<file path="src/rtl/spi_command_decoder.sv">
// Decodes SPI byte frames into register write/read strobes and a read response.
// Define SPI_CMD_CHECKSUM_EN to require a trailing XOR checksum byte on write frames.

module spi_command_decoder #(
   parameter int unsigned TIMEOUT_CYCLES = 1024
) (
   input  logic        clk_clk,
   input  logic        reset_reset,
   output logic        in_ready,
   input  logic        in_valid,
   input  logic [7:0]  in_data,
   input  logic        frame_nss,
   output logic [6:0]  reg_addr,
   output logic [15:0] reg_wdata,
   output logic        reg_write,
   output logic        reg_read,
   input  logic [15:0] reg_rdata,
   input  logic        out_ready,
   output logic        out_valid,
   output logic [15:0] out_data,
   output logic [7:0]  out_channel,
   output logic        err_abort,
   output logic        err_timeout,
   output logic        err_checksum
);

   localparam int unsigned CNT_W = 16;
   localparam logic [CNT_W-1:0] CNT_LIMIT = CNT_W'(TIMEOUT_CYCLES - 1);

   typedef enum logic [2:0] {
      IDLE,
      WR_HI,
      WR_LO,
`ifdef SPI_CMD_CHECKSUM_EN
      WR_CHK,
`endif
      WR_COMMIT,
      RD_REQ,
      RD_CAP,
      RESP
   } state_t;

   state_t           r_state;
   state_t           w_state_nxt;
   logic [1:0]       r_nss_sync;
   logic [CNT_W-1:0] r_idle_cnt;
   logic             r_in_ready;
   logic [6:0]       r_reg_addr;
   logic [15:0]      r_reg_wdata;
   logic             r_reg_write;
   logic             r_reg_read;
   logic             r_out_valid;
   logic [15:0]      r_out_data;
   logic [7:0]       r_out_channel;
   logic             r_err_abort;
   logic             r_err_timeout;

   logic w_accept;
   logic w_nss_high;
   logic w_cnt_expired;
   logic w_in_chk;
   logic w_in_frame;
   logic w_take;
   logic w_abort;
   logic w_timeout;
   logic w_in_ready_nxt;

   assign w_accept      = in_valid & r_in_ready;
   assign w_nss_high    = r_nss_sync[1];
   assign w_cnt_expired = (r_idle_cnt == CNT_LIMIT);

`ifdef SPI_CMD_CHECKSUM_EN
   logic r_err_checksum;
   logic w_chk_err;
   logic w_chk_ok;
   assign w_in_chk     = (r_state == WR_CHK);
   assign w_chk_ok     = (in_data == ({1'b0, r_reg_addr} ^ r_reg_wdata[15:8] ^ r_reg_wdata[7:0]));
   assign err_checksum = r_err_checksum;
`else
   assign w_in_chk     = 1'b0;
   assign err_checksum = 1'b0;
`endif

   assign w_in_frame = (r_state == WR_HI) || (r_state == WR_LO) || w_in_chk;

   // Chip-select synchronizer; resets to deselected
   always_ff @(posedge clk_clk or posedge reset_reset) begin
      if (reset_reset) r_nss_sync <= 2'b11;
      else             r_nss_sync <= {r_nss_sync[0], frame_nss};
   end

   always_ff @(posedge clk_clk or posedge reset_reset) begin
      if (reset_reset) r_state <= IDLE;
      else             r_state <= w_state_nxt;
   end

   // Next state; abort beats timeout beats a byte accepted in the same cycle
   always_comb begin
      w_state_nxt = r_state;
      w_take      = 1'b0;
      w_abort     = 1'b0;
      w_timeout   = 1'b0;
`ifdef SPI_CMD_CHECKSUM_EN
      w_chk_err   = 1'b0;
`endif
      if (w_in_frame) begin
         if (w_nss_high) begin
            w_abort     = 1'b1;
            w_state_nxt = IDLE;
         end else if (w_cnt_expired) begin
            w_timeout   = 1'b1;
            w_state_nxt = IDLE;
         end else if (w_accept) begin
            w_take = 1'b1;
            case (r_state)
               WR_HI: w_state_nxt = WR_LO;
`ifdef SPI_CMD_CHECKSUM_EN
               WR_LO: w_state_nxt = WR_CHK;
               WR_CHK: begin
                  if (w_chk_ok) begin
                     w_state_nxt = WR_COMMIT;
                  end else begin
                     w_state_nxt = IDLE;
                     w_chk_err   = 1'b1;
                  end
               end
`else
               WR_LO: w_state_nxt = WR_COMMIT;
`endif
               default: w_state_nxt = IDLE;
            endcase
         end
      end else begin
         case (r_state)
            IDLE:      if (w_accept) w_state_nxt = in_data[7] ? RD_REQ : WR_HI;
            WR_COMMIT: w_state_nxt = IDLE;
            RD_REQ:    w_state_nxt = RD_CAP;
            RD_CAP:    w_state_nxt = RESP;
            RESP:      if (out_ready) w_state_nxt = IDLE;
            default:   w_state_nxt = IDLE;
         endcase
      end
      w_in_ready_nxt = (w_state_nxt == IDLE) || (w_state_nxt == WR_HI) || (w_state_nxt == WR_LO)
`ifdef SPI_CMD_CHECKSUM_EN
                       || (w_state_nxt == WR_CHK)
`endif
                       ;
   end

   // Mid-frame idle counter; saturates at the limit
   always_ff @(posedge clk_clk or posedge reset_reset) begin
      if (reset_reset)                                r_idle_cnt <= '0;
      else if (w_accept)                              r_idle_cnt <= '0;
      else if (w_in_frame && (r_idle_cnt != CNT_LIMIT)) r_idle_cnt <= r_idle_cnt + CNT_W'(1);
   end

   always_ff @(posedge clk_clk or posedge reset_reset) begin
      if (reset_reset) begin
         r_reg_addr    <= '0;
         r_reg_wdata   <= '0;
         r_out_data    <= '0;
         r_out_channel <= '0;
      end else begin
         if ((r_state == IDLE) && w_accept)  r_reg_addr         <= in_data[6:0];
         if ((r_state == WR_HI) && w_take)   r_reg_wdata[15:8]  <= in_data;
         if ((r_state == WR_LO) && w_take)   r_reg_wdata[7:0]   <= in_data;
         if (r_state == RD_CAP) begin
            r_out_data    <= reg_rdata;
            r_out_channel <= {1'b0, r_reg_addr};
         end
      end
   end

   // Strobes and handshakes registered from the next state
   always_ff @(posedge clk_clk or posedge reset_reset) begin
      if (reset_reset) begin
         r_in_ready    <= 1'b0;
         r_reg_write   <= 1'b0;
         r_reg_read    <= 1'b0;
         r_out_valid   <= 1'b0;
         r_err_abort   <= 1'b0;
         r_err_timeout <= 1'b0;
      end else begin
         r_in_ready    <= w_in_ready_nxt;
         r_reg_write   <= (w_state_nxt == WR_COMMIT);
         r_reg_read    <= (w_state_nxt == RD_REQ);
         r_out_valid   <= (w_state_nxt == RESP);
         r_err_abort   <= w_abort;
         r_err_timeout <= w_timeout;
      end
   end

`ifdef SPI_CMD_CHECKSUM_EN
   always_ff @(posedge clk_clk or posedge reset_reset) begin
      if (reset_reset) r_err_checksum <= 1'b0;
      else             r_err_checksum <= w_chk_err;
   end
`endif

   assign in_ready    = r_in_ready;
   assign reg_addr    = r_reg_addr;
   assign reg_wdata   = r_reg_wdata;
   assign reg_write   = r_reg_write;
   assign reg_read    = r_reg_read;
   assign out_valid   = r_out_valid;
   assign out_data    = r_out_data;
   assign out_channel = r_out_channel;
   assign err_abort   = r_err_abort;
   assign err_timeout = r_err_timeout;

endmodule

</file>
<file path="config.mk">
export PLATFORM = sky130hd
export DESIGN_NAME = spi_command_decoder
export DESIGN_NICKNAME = d
export VERILOG_FILES = /design/src/rtl/spi_command_decoder.sv
export SDC_FILE = /design/constraint.sdc
export NUM_CORES = 1
export LEC_CHECK = 0
export BUFFER_PORTS_ARGS = -buffer_cell sky130_fd_sc_hd__buf_2
export CAP_MARGIN = 20
export CORE_ASPECT_RATIO = 0.9
export CORE_MARGIN = 10
export CORE_UTILIZATION = 55
export DETAILED_ROUTE_END_ITERATION = 16
export PLACE_DENSITY = 0.83
export SETUP_SLACK_MARGIN = 0.1
export SLEW_MARGIN = 0
export SYNTH_ARGS = -nofsm -noshare
export SYNTH_HDL_FRONTEND = slang
export SYNTH_SLANG_ARGS = --single-unit
</file>
<file path="constraint.sdc">
create_clock -name clk_clk -period 7.8 [get_ports clk_clk]
set_clock_uncertainty 0.15 [all_clocks]
set_input_delay 1.56 -clock clk_clk [delete_from_list [all_inputs] [get_ports clk_clk]]
set_output_delay 1.56 -clock clk_clk [all_outputs]
set_load 0.1 [all_outputs]
</file>
### After elaboration in Yosys (flattened, before gate mapping)

Index checks and enable logic that the tools add are counted.

* add/sub/neg operators: 1
* reduce and logical (&&, ||, !) cells: 10
* equality and inequality tests: 12
* muxes and demuxes: 20
* bitwise logic cells: 1

Operators by type and width (count)
* $mux 16: 2
* $mux 3: 7
* $add 16x1->16 const B: 1
* $eq 16x10->1 const B: 1
* $ne 16x10->1 const B: 1
* $eq 3x3->1 const B: 5
* $pmux 3 s4: 1
* $eq 3x2->1 const B: 3
* $mux 1: 9
* $eq 3x1->1 const B: 2
* $logic_not 3->1: 2
* $logic_and 1x1->1: 4
* $pmux 2 s2: 1
* $logic_or 1x1->1: 3
* $reduce_bool 2->1: 1
* $and 1x1->1: 1

* output and inout port bits: 54
* flip-flop bits (word level): 73
* word-level logic and storage cells: 58
* input port bits: 29

### Depth between registers and ports, before layout

Gate-level depths: netlist (run 1).

* word-level depth: 9
* depth in mapped cells: 7
* gate-level depth less buffers: 5

### Worst setup path after synthesis (run 1)

Ideal clock, no wire load.

* path kind: input port to flip-flop
* start: input port in_valid
* end: register r_reg_wdata[10] (netlist: reg_wdata[10])
* stages on the path: 5
* required time: 7524 ps
* path slack: 4960 ps
* data arrival time: 2564 ps
* cells stage by stage: nand2_1 > nor2_1 > and4_1 > buf_6 > mux2_4

* word-level cells in the longest chain between the ends: 6

RTL lines
* start, declared: line 10 `input logic in_valid,`
* $and 1x1->1: line 68 `assign w_accept = in_valid & r_in_ready;`
* $mux 1: line 113 `end else if (w_accept) begin`
* $mux 1: line 110 `end else if (w_cnt_expired) begin`
* $mux 1: line 107 `if (w_nss_high) begin`
* $mux 1: line 106 `if (w_in_frame) begin`
* $logic_and 1x1->1: line 165 `if ((r_state == WR_HI) && w_take) r_reg_wdata[15:8] <= in_data;`
* end signal, assigned: line 165
* end, declared: line 49 `logic [15:0] r_reg_wdata;`

No other way between the ends.
A chain may end at the register's enable or synchronous reset.

### Worst setup path in the final report (run 1)

* start: input port in_valid
* end: register r_reg_wdata[3] (netlist: reg_wdata[3])

* word-level cells in the longest chain between the ends: 6

RTL lines
* $and 1x1->1: line 68
* $mux 1: line 113
* $mux 1: line 110
* $mux 1: line 107
* $mux 1: line 106
* $logic_and 1x1->1: line 166 `if ((r_state == WR_LO) && w_take) r_reg_wdata[7:0] <= in_data;`
* end signal, assigned: line 166

No other way between the ends.

==> metrics.md, run 1 <==
| Metric | Value |
|---|---|
| Mapped Area | 3120 um2 |
| Fin crit share | 0.381 |
| Syn avg cell area | 12.8 um2 |
| Fmax | 0.337 GHz |
| Vias per inst | approximately 5.6 |
| Placer's final routability congestion estimate | about 0.85 |
| Tmin final | between 2 and 3 ns |
| Iter 0 DRT Violations | ~110 |
| Initial antenna violation count | 0 |
| Std cell rows | 25 |
| Post-synth top flop | dfrtp_1 |
| Final Max Tran Viols | 0 |
| DR vias | about 2.2k |
| Seq/Total Area, Yosys | 0.587 |
| Final TNS setup | 0 ns |
| Startpoint Class | primary input |
| Routed len/inst | between 15 and 20 um |
| FF/Latch Area | about 1800 um2 |
| Post-Route WL | about 7.1 mm |
| Max clock buf depth | 2 |
| Min-delay worst type | register to register |
| Io pins | between 80 and 90 |
| Crit path required time | between 7 and 8 ns |
| Warnings, synthesis | 0 |
| Headroom to the max-slew limit | 0.353 |
| Clock sink count | 73 |
| CTS Root Cell | clkbuf_8 |
| Vias in the first global route | 2369 |
| Largest net degree at the start of global routing | 74 |
| First-pass GRT wire length | 12.0 mm |
| Reg clk slew, reported paths | around 0.070 ns |
| Worst-Skew Late Latency | 0.34 ns |
| Critical Path Max Stage Delay | approximately 0.52 ns |
| Worst-margin pin slew | between 0.9 and 1 ns |
| Fraction of layout cells with a size suffix above 1 | 0.462 |
| Total GRT Usage | 0.161 |
| Ys async rst share | 1.00 |
| Initial core utilization | 0.579 |
| Mapped Cells | around 240 |
| Antenna-violating nets left | 0 |
| Die area | a little over 9000 um2 |
| Layout fillers | 385 |
| Post-DP HPWL | about 5.1 mm |
| Die W | roughly 99 um |
| ANT cells | 0 |
| Post-CTS setup buffers | 0 |
| Critical path arrival | approximately 3.0 ns |
| Footprint of the multi-input gates | about 1200 um2 |
| Port buffer count | 80 |
| Most frequent cells in the layout | buf_2, dfrtp_1, mux2_2 |
| FF+latch count, synth | 73 |
| Die height | between 90 and 100 um |
| CTS tree | yes |
| MaxCap Viol Count | 0 |
| # DRC | 0 |
| Critical path class | primary input to register |
| Final setup fails | 0 |
| Cts bufs inserted | 9 |
| Leading cell type in the layout, fill and taps excluded | buf_2 |
| Fin nets | 354 |
| Number of enable flip-flop cells after synthesis | 0 |
| Critical-path cell list | buf_2 -> nand2_1 -> nor2_1 -> nand4_1 -> mux2_2 |
| Critical Path Sink Type | register |
| Outcome | finished, final reports clean |
| Final hold vios | 0 |
| RSZ-0062 raised after global routing | no |
| Worst-path cell with the longest stage delay | nand4_1 |
| Yosys cell types | 48 |
| Area of the core | between 5000 and 6000 um2 |
| P&R area growth vs syn | 20.8% |
| CTS H-Tree Depth | 3 |
| Worst Path Max Fanout | 11 |
| Overflow after GRT | 0 |
| CTS resizes | 0 |
| Pre-Repair DR Iteration Count | 4 |
| Hold-fix buffers, CTS | 0 |
[path summary, 6_finish.rpt]
kind | from | end | slack [ns] | cells after the start
max reg2reg | r_idle_cnt[11] | reg_wdata[3] | 4.94 | 4
max | in_valid | reg_wdata[3] | 4.83 | 5
min in group asynchronous | reset_reset | out_data[4] | 1.33 | 3
max in group asynchronous | reset_reset | reg_wdata[2] | 5.60 | 3
min | r_nss_sync[0] | r_nss_sync[1] | 0.21 | 0
min reg2reg | r_nss_sync[0] | r_nss_sync[1] | 0.21 | 0
[Yosys cell counts (5+ instances only)]
| master | n | area share |
|---|---|---|
| nand2_1 | 12 | 0.014 |
| nor3_1 | 5 | 0.0080 |
| a21oi_1 | 14 | 0.022 |
| o31ai_1 | 5 | 0.012 |
| or4_1 | 7 | 0.017 |
| mux2_2 | 38 | 0.14 |
| nor2_1 | 7 | 0.0084 |
| o21ai_0 | 9 | 0.014 |
| nand3_1 | 6 | 0.0096 |
| or3_1 | 5 | 0.010 |
| inv_1 | 5 | 0.0060 |
| clkbuf_1 | 5 | 0.0060 |
| dfrtp_1 | 71 | 0.57 |
| mux2_4 | 8 | 0.039 |
[sequential cells by signal (all words and copies together) (netlist names), 2 cells and up]
register / count
reg_addr: 7
r_idle_cnt: 16
out_data: 16
r_state: 3
reg_wdata: 16
out_channel: 7
r_nss_sync: 2
[worst max-delay path: cells and delay by family]
| family | cells | cell delay, ns |
|---|---|---|
| buffers and inverters | 1 | 0.08 |
| and+or+nand+nor | 3 | 0.93 |
| muxes | 1 | 0.48 |
[metrics by stage]
step,hold WS (ns),util,setup WS (ns),std cells,area [um2]
after floorplan,0.195,-,4.24,245,3120
after global placement,0.198,0.659,4.58,380,3540
after detailed placement,0.199,0.659,4.50,380,3540
after CTS,0.210,0.700,4.81,396,3760
after global routing,0.218,0.700,4.66,396,3760
final,0.210,0.700,4.83,396,3760
[per-layer routing]
| layer | routed length [um] | part of all wire | GRT usage | up-vias |
|---|---|---|---|---|
| met5 | 0 | 0 | 0 | - |
| met4 | 133 | 0.019 | 0.0632 | 0 |
| met3 | 508 | 0.071 | 0.0598 | 11 |
| met2 | 3340 | 0.47 | 0.249 | 72 |
| met1 | 3140 | 0.44 | 0.200 | 1092 |
| li1 | - | - | - | 1052 |
[cell families (layout without fill, tap and decap cells)]
group | after synthesis | in the layout | synth area share
flip-flops | 73 | 73 | 0.587
AND/OR/NAND/NOR | 62 | 62 | 0.114
multiplexers | 47 | 47 | 0.179
AO/OA/AOI/OAI | 39 | 39 | 0.0787
buffers and inverters | 19 | 103 | 0.0301
XOR/XNOR | 2 | 2 | 0.00562
adder cells (fa/ha/maj) | 1 | 1 | 0.00401
other | 1 | 2 | 0.00120
[cell type report]
cell class	instances	share of cell area
clock buffers	9	0.0329
repair buffers	82	0.110
flip-flops and latches	73	0.486
multi-input cells	153	0.318
well taps	67	0.0223
inverters	5	0.00499
clock inverters	7	0.0253
Power of run 1 is left out: the tool's default activity adds up to more than one toggle a clock period on the data nets, which glitch-free logic cannot reach.
==> inputs of run 2 (changes only) <==
--- a/config.mk
+++ b/config.mk
@@ -9,9 +9,9 @@
 export CAP_MARGIN = 20
 export CORE_ASPECT_RATIO = 0.9
 export CORE_MARGIN = 10
-export CORE_UTILIZATION = 55
+export CORE_UTILIZATION = 47
 export DETAILED_ROUTE_END_ITERATION = 16
-export PLACE_DENSITY = 0.83
+export PLACE_DENSITY = 0.75
 export SETUP_SLACK_MARGIN = 0.1
 export SLEW_MARGIN = 0
 export SYNTH_ARGS = -nofsm -noshare
==> constraint.sdc (replaced) <==
create_clock -name clk_clk -period 2.38 [get_ports clk_clk]
set_clock_uncertainty 0.15 [all_clocks]
set_input_delay 0.476 -clock clk_clk [delete_from_list [all_inputs] [get_ports clk_clk]]
set_output_delay 0.476 -clock clk_clk [all_outputs]
set_load 0.1 [all_outputs]
==> run 2 against run 1 <==
  * Sequential cell count is the same
  * Cell count grew 10%
  * Worst hold slack lost 0.14 ns
==> metrics.md, run 2 (synthesized netlist as in run 1, its figures left out) <==
| Metric | Value |
|---|---|
| Outcome | finished, final reports clean |
| Routed len/inst | 17.4 um (-3.4%) |
| Critical Path Max Stage Delay | 0.54 ns (+0.02 ns) |
| Headroom to the max-slew limit | 0.568 (+0.216) |
| Io pins | 83 (unchanged) |
| Critical path class | register to register |
| Tmin final | ~2.2 ns |
| Reg clk slew, reported paths | 0.08 ns (about the same) |
| Post-Route WL | 7.57 mm (+6.3%) |
| Fmax | 0.445 GHz |
| CTS Root Cell | clkbuf_8 |
| Die area | 10300 um2 (+13%) |
| Pre-Repair DR Iteration Count | 4 (unchanged) |
| Fin nets | 371 (+4.8%) |
| Min-delay worst type | primary input to register |
| Cts bufs inserted | 9 (unchanged) |
| Place WS | 0.0153 ns (-4.48 ns) |
| Area of the core | 6520 um2 (+21%) |
| Core Util, Final | 0.614 (-0.0859) |
| Max clock buf depth | 2 (unchanged) |
| CTS H-Tree Depth | 3 (unchanged) |
| Worst-margin pin slew | 0.648 ns (-0.321 ns) |
| Worst-path cell with the longest stage delay | or4_4 |
| Worst reg2reg setup slack | 0.13 ns (-4.81 ns) |
| Critical-path cell list | or4_4 -> or4_4 -> nand4_1 -> buf_4 -> mux2_2 |
| Post-DP HPWL | 5.52 mm (+8.0%) |
| Iter 0 DRT Violations | 170 (+56%) |
| Post-CTS setup buffers | 0 (unchanged) |
| Placer's final routability congestion estimate | 0.837 (-1.9%) |
| Vias per inst | 5.32 (-5.4%) |
| # DRC | 0 (unchanged) |
| Die height | 97.3 um (+6.4%) |
| Fraction of layout cells with a size suffix above 1 | 0.497 (+0.0351) |
| Most frequent cells in the layout | buf_2, dfrtp_1, mux2_2 |
| Largest net degree at the start of global routing | 62 (-16%) |
| Worst Hold Slack | 0.0702 ns (-0.140 ns) |
| Initial core utilization | 0.478 (-0.101) |
| Most common cell on crit path | or4_4 |
| Antenna-violating nets left | 0 (unchanged) |
| Initial antenna violation count | 0 (unchanged) |
| Final WS setup | 0.132 ns (-4.70 ns) |
| Leading cell type in the layout, fill and taps excluded | buf_2 |
| MaxCap Viol Count | 0 (unchanged) |
| Final setup fails | 0 (unchanged) |
| Worst-Skew Late Latency | 0.35 ns (about the same) |
| CTS tree | yes |
| Final Max Tran Viols | 0 (unchanged) |
| Overflow after GRT | 0 (unchanged) |
| RSZ-0062 raised after global routing | yes |
| Worst Path Max Fanout | 5 (-6) |
| Die W | 106 um (+6.5%) |
| Final hold vios | 0 (unchanged) |
| Clock sink count | 73 (unchanged) |
| Critical path arrival | 2.33 ns (-0.71 ns) |
| Port buffer count | 80 (unchanged) |
| Std cell rows | 28 (+12%) |
| Total GRT Usage | 0.149 (-0.0125) |
| First-pass GRT wire length | 12.4 mm (+3.2%) |
| Final TNS setup | 0 ns (unchanged) |
| ANT cells | 0 (unchanged) |
| Fin crit share | 0.944 |
| Critical Path Sink Type | register |
| Startpoint Class | register |
| Crit path required time | 2.46 ns (-5.41 ns) |
| P&R area growth vs syn | 28.3% |
| DR vias | 2320 (+4.2%) |
| Vias in the first global route | 2343 (-1.1%) |
[run 2: changes by cell type in the layout (fill, tap and decap cells not counted), sizes merged]
cell and delta:
clkbuf +1, dlygate4sd3 +1, clkinvlp +1, buf +16, clkinv -3, bufinv +1
[run 2: layer usage]
metal	part of all wire	wire length (um)	global-route usage
met3	0.069	524	0.0491
met5	0	0	0
met2	0.50	3790	0.246
met1	0.41	3140	0.176
met4	0.015	117	0.0541
[run 2: critical path, delay by kind of cell, from the launching register on]
family	cells	cell delay [ns]
flops	1	0.38
mux	1	0.34
buf+inv	1	0.18
simple gates	3	1.10
[run 2: what timing repair did]
action,4_1_cts,5_1_grt
endpoints found under the hold margin,12,0
pin swaps,1,0
hold buffers,1,0
setup endpoints to repair,10,5
resized for setup,3,2
[run 2: area by class of cell]
class	instances	area (um2)
clock buffer	10	128
clock inverter	6	115
fill	544	2520
inverter	5	22.5
multi-input combinational	153	1230
sequential	73	1830
tap	90	113
timing repair buffer	99	558
[run 2: final timing paths]
path	cells past startpoint	from	end
setup / recovery	5	r_idle_cnt[14]	reg_wdata[7]
hold / removal	1	frame_nss	r_nss_sync[0]
max in group asynchronous	4	reset_reset	r_nss_sync[1]
hold reg to reg	0	r_nss_sync[0]	r_nss_sync[1]
setup reg to reg	5	r_idle_cnt[14]	reg_wdata[7]
min in group asynchronous	3	reset_reset	out_data[15]
[run 2: per-stage QoR]
step	std cells	instance area [um2]
final	436	4000
after CTS	436	3990
after global placement	419	3730
after global routing	436	4000
after floorplan	245	3150
after detailed placement	419	3730
Power of run 2 is left out for the same reason.
